<file path="src/rtl/systolic_pkg.sv">
// rtl/systolic_pkg.sv - shared matrix types and FSM states for the systolic job arbiter
package systolic_pkg;

  localparam int N = 4;

  typedef logic [N-1:0][N-1:0][7:0]  matIn_t;
  typedef logic [N-1:0][N-1:0][31:0] matOut_t;

  typedef enum logic [1:0] {
    IDLE    = 2'd0,
    LAUNCH  = 2'd1,
    WAIT    = 2'd2,
    RESPOND = 2'd3
  } state_t;

endpackage

</file>
<file path="src/rtl/systolic_job_arbiter_rr_arb2.sv">
// rtl/systolic_job_arbiter_rr_arb2.sv - two-way round-robin grant, one-hot output
module rr_arb2 (
  input  logic [1:0] req,
  input  logic       last_grant,
  output logic [1:0] grant
);

  // A sole requester always wins; on contention the one not granted last wins.
  always_comb begin
    grant = req;
    if (req == 2'b11) begin
      grant = last_grant ? 2'b01 : 2'b10;
    end
  end

endmodule

</file>
<file path="src/rtl/systolic_job_arbiter.sv">
// rtl/systolic_job_arbiter.sv - shares one systolic engine between two requesters, one job at a time
module systolic_job_arbiter
  import systolic_pkg::*;
#(
  parameter int TIMEOUT_CYCLES = 31
) (
  input  logic                         i_clk,
  input  logic                         i_arst,
  input  logic [1:0]                   i_reqValid,
  output logic [1:0]                   o_reqReady,
  input  logic [1:0][N-1:0][N-1:0][7:0] i_reqA,
  input  logic [1:0][N-1:0][N-1:0][7:0] i_reqB,
  output logic [1:0]                   o_rspValid,
  input  logic [1:0]                   i_rspReady,
  output logic [N-1:0][N-1:0][31:0]    o_rspC,
  output logic                         o_rspErr,
  output logic [N-1:0][N-1:0][7:0]     o_engA,
  output logic [N-1:0][N-1:0][7:0]     o_engB,
  output logic                         o_engValidInput,
  input  logic [N-1:0][N-1:0][31:0]    i_engC,
  input  logic                         i_engValidResult,
  output logic                         o_busy
);

  localparam int CW = $clog2(TIMEOUT_CYCLES + 1);

  state_t          state;
  logic            last_grant;
  logic            id_q;
  logic            err_q;
  logic [CW-1:0]   cnt;
  matIn_t          a_q;
  matIn_t          b_q;
  matOut_t         c_q;
  logic [1:0]      grant;
  logic            accept;

  rr_arb2 u_rr_arb2 (
    .req        (i_reqValid),
    .last_grant (last_grant),
    .grant      (grant)
  );

  assign accept          = (state == IDLE) && (|grant);
  assign o_reqReady      = ((state == IDLE) && !i_arst) ? grant : 2'b00;
  assign o_engValidInput = (state == LAUNCH);
  assign o_busy          = (state != IDLE);
  assign o_rspValid      = (state == RESPOND) ? (id_q ? 2'b10 : 2'b01) : 2'b00;
  assign o_rspC          = c_q;
  assign o_rspErr        = err_q;
  assign o_engA          = a_q;
  assign o_engB          = b_q;

  always_ff @(posedge i_clk or posedge i_arst) begin
    if (i_arst) begin
      state      <= IDLE;
      last_grant <= 1'b1;
      id_q       <= 1'b0;
      err_q      <= 1'b0;
      cnt        <= '0;
      a_q        <= '0;
      b_q        <= '0;
      c_q        <= '0;
    end else begin
      case (state)
        IDLE: begin
          if (accept) begin
            a_q        <= i_reqA[grant[1]];
            b_q        <= i_reqB[grant[1]];
            id_q       <= grant[1];
            last_grant <= grant[1];
            state      <= LAUNCH;
          end
        end
        LAUNCH: begin
          cnt   <= '0;
          state <= WAIT;
        end
        WAIT: begin
          // A result arriving on the last timeout cycle still counts as success.
          if (i_engValidResult) begin
            c_q   <= i_engC;
            err_q <= 1'b0;
            state <= RESPOND;
          end else if (cnt == CW'(TIMEOUT_CYCLES - 1)) begin
            c_q   <= '0;
            err_q <= 1'b1;
            state <= RESPOND;
          end else begin
            cnt <= cnt + 1'b1;
          end
        end
        RESPOND: begin
          if (i_rspReady[id_q]) begin
            state <= IDLE;
          end
        end
        default: state <= IDLE;
      endcase
    end
  end

endmodule

</file>
<file path="config.mk">
export PLATFORM = sky130hd
export DESIGN_NAME = systolic_job_arbiter
export DESIGN_NICKNAME = d
export VERILOG_FILES = /design/src/rtl/systolic_pkg.sv /design/src/rtl/systolic_job_arbiter_rr_arb2.sv /design/src/rtl/systolic_job_arbiter.sv
export SDC_FILE = /design/constraint.sdc
export NUM_CORES = 2
export LEC_CHECK = 0
export CAP_MARGIN = 20
export CORE_AREA = 2 2 705 707
export CTS_CLUSTER_SIZE = 14
export DETAILED_ROUTE_END_ITERATION = 16
export DIE_AREA = 0 0 707 709
export PLACE_DENSITY = 0.3
export SYNTH_ARGS = -nofsm -noshare
export SYNTH_HDL_FRONTEND = slang
export SYNTH_SLANG_ARGS = --single-unit
</file>
<file path="constraint.sdc">
create_clock -name i_clk -period 67.3 [get_ports i_clk]
set_input_delay 20.19 -clock i_clk [delete_from_list [all_inputs] [get_ports i_clk]]
set_output_delay 20.19 -clock i_clk [all_outputs]
set_load 0.05 [all_outputs]
</file>
==> impl_metrics.yaml <==
pwr:
  power.switching_mw: 1.95
  swShare_pct: 54.0
  peakVddDrop_v: 0.0000285
  p_clk_share_pct: 18.2
  p_leak_nw: 23.6
  internal_power_mw: 1.67
  p_seq_share_pct: 23.5
  combPwrFrac_pct: 58.3
  cellPowerDensity_nw_per_um2: 60.3
setup_path:
  cp.depth: 4
  critPathBufInv: 2
  required_ps: 47110
  critical_path.top_delay_family: "buffers and inverters"
  crit_fanout: 7
  start_kind: "primary input"
  slowest_stage: "clkdlybuf4s50_1"
  worstSetupPathType: "in2out"
  arrival_ps: 22360
  crit_path_frequent_cell: "clkdlybuf4s50_1"
  cp-end-kind: "output pin"
  reg2reg_depth: 9
  slowest_delay_ps: 840
  worstPathCellList: "clkdlybuf4s50_1 -> a21boi_4 -> and3_1 -> clkdlybuf4s50_1"
sta:
  fin_skew_ps: 88.0
  worst_slew_pin_slew_ps: 1170
  finalHoldViolations: 0
  maxSlewHeadroom_pct: 21.9
  max_freq_mhz: 23.5
  grt_setup_unrepaired: "no"
  fin_crit_sh_pct: 63.2
  finalMaxSlewViolations: 0
  finalSetupTns_ps: 0
  setup_viol: 0
  min_period_ps: 42550
floorplanning:
  ios: 1806
  die_x_microns: 707
  core_area_sq_um: 493000
  initial_core_util_pct: 6.16
  die_h_microns: 709
  dieArea_sq_um: 501000
  fp-row-count: 258
routing:
  viasPerCell: 2.72
  postRouteAntennaNets: 0
  wl_microns: 355000
  vias: 29200
  post_drt_wl_per_cell_microns: 33.1
  dr.pass1.iters: 6
  drt_iter0_drc: 1524
  drc: 0
grt:
  antenna_found_initial: 220
  grt-ovfl-total: 0
  grtUsageTotal_pct: 13.6
  grt_pass1_vias: 29700
  grt_pass1_wl_microns: 425000
  grt_start_max_net_pins: 199
clock_network:
  cts-root-buf: "clkbuf_16"
  clock_latency_ps: 930
  cts.sinks: 778
  hold_buffers: 0
  postCtsSetupBuffers: 0
  clk_transition_reported_paths_ps: 50
  cts_tree: "yes"
  clockBufferDepth: 4
  cts_buffers: 121
  htree_levels: 3
  cts_resized: 0
layout:
  register_area_sq_um: 19500
  areaGrowthSynthToFinish_pct: 97.3
  fin_nets: 5127
  nFillCells: 55800
  drive_gt1_share_pct: 6.37
  stdcell_count: 10700
  multi_input_area_sq_um: 9720
yosys:
  yosys.area.top_type_share_pct: 64.0
  synth_commonest_cells: "dfrtp_1, a22o_1, mux2i_1, nand2_1, o21ai_1"
  muxShareOfSynthArea_pct: 8.50
  synth_compound_area_share_pct: 19.5
  synth_edf_count: 0
  synth_top_family_by_area: "compound AO/OA/AOI/OAI gates"
  synthAdderAreaFrac_pct: 0.288
  yosys.area_share.simple_pct: 3.58
  yosys.area.top_type: "dfrtp_1"
  synth-seq-cells: 778
  syn_inst: 2318
  yosysMostFrequentCell: "dfrtp_1"
  syn_area_sq_um: 30400
  ys_types: 37
  yosysWarnings: 0
  ys.flop_type: "dfrtp_1"
  ys_top_cells_by_area: "dfrtp_1, a22o_1, mux2i_1"
  async_flop_share_pct: 100
  avgSynthCellArea_sq_um: 13.1
  synthXorXnorAreaFrac_pct: 0
  syn-num-nets: 3356
  synth-seq-area-share_pct: 64.1
placement:
  routabilityCongestion: 0.979
  place_inst: 10500
  port_buffers: 1805
  dp_hpwl_microns: 307000
job:
  drv_cap: 0
worst_hold_path:
  min_path_type: "reg2reg"
  hold_depth: 2
status:
  status: "completed"
[routing by layer]
layer  track usage [%]  up-vias  wire length [microns]
met5                 0        -                    729
met1              14.4    14700                 128000
li1                  -    12200                      -
met3              7.60      592                  44000
met4              4.59      108                  14600
met2              22.7     1614                 168000
[through the flow]
step	worst slack [ps]	hold WS, ps	cell area, sq um	util, %	power, mW
3_3_place_gp	24710	470	55700	11.3	3.03
2_1_floorplan	8770	498	30400	-	1.91
6_report	24750	483	59900	12.2	3.62
4_1_cts	24740	489	59700	12.1	3.73
5_1_grt	24710	507	59900	12.2	3.80
3_5_place_dp	24740	475	55800	11.3	3.03
[flip-flops by register name, indices dropped and copies added (netlist names)]
signal,count
o_rspC,512
o_rspErr,1
o_engA,128
cnt,5
last_grant,1
o_engB,128
id_q,1
state,2
[worst reg2reg max path, delay by kind of cell (launching register included)]
family                   cells  cell delay (ps)
AO/OA/AOI/OAI                1              330
flip-flops                   1              420
buffers and inverters        6             4150
AND/OR/NAND/NOR              1              550
adder cells (fa/ha/maj)      1              520
[placed cells by master, fill, tap and decap left out, types with 3 or more instances in the layout]
cell type	n
clkdlybuf4s50_1	1776
dfrtp_1	777
a22o_1	513
mux2i_1	257
nand2_1	257
o21ai_1	218
clkbuf_16	121
buf_4	50
diode_2	49
o21ai_0	39
clkbuf_8	27
clkbuf_1	27
clkinv_2	16
buf_2	9
buf_12	8
ha_1	7
bufinv_16	7
buf_16	7
inv_1	6
a21oi_1	6
clkinvlp_4	6
nand3_1	5
a31oi_1	3
clkinv_4	3
[layout make-up]
type,count,share of cell area [%]
antenna,49,0.205
sequential,778,32.5
multi-input combinational,1331,16.2
tap,6500,13.6
inverter,7,0.0564
clock buffer,175,5.84
timing repair buffer,1850,30.9
clock inverter,36,0.699
[power by group through the flow]
stage	Sequential [mW]	Combinational, mW	Clock (mW)
after floorplan	1.55	0.356	0
after global placement	0.852	2.17	0
after detailed placement	0.853	2.17	0
after CTS	0.850	2.18	0.697
after global routing	0.875	2.21	0.708
final	0.849	2.11	0.660
[kinds of logic after synthesis]
| logic type | count (synthesis) |
|---|---|
| and+or+nand+nor | 277 |
| adders and majority gates | 7 |
| AOI/OAI and AO/OA | 789 |
| DFF | 778 |
| buffers and inverters | 209 |
| muxes | 258 |
[final timing paths]
check	startpoint	endpoint	slack, ps
min in group asynchronous	i_arst	o_engB[5]	19760
max in group asynchronous	i_arst	o_rspC[220]	43780
max	i_reqValid[1]	o_reqReady[1]	24750
min	o_engA[123]	o_engA[123]	480
max reg2reg	state[0]	o_rspC[298]	61280
min reg2reg	o_engA[123]	o_engA[123]	480
No activity file was read; power rests on OpenSTA's default activity.
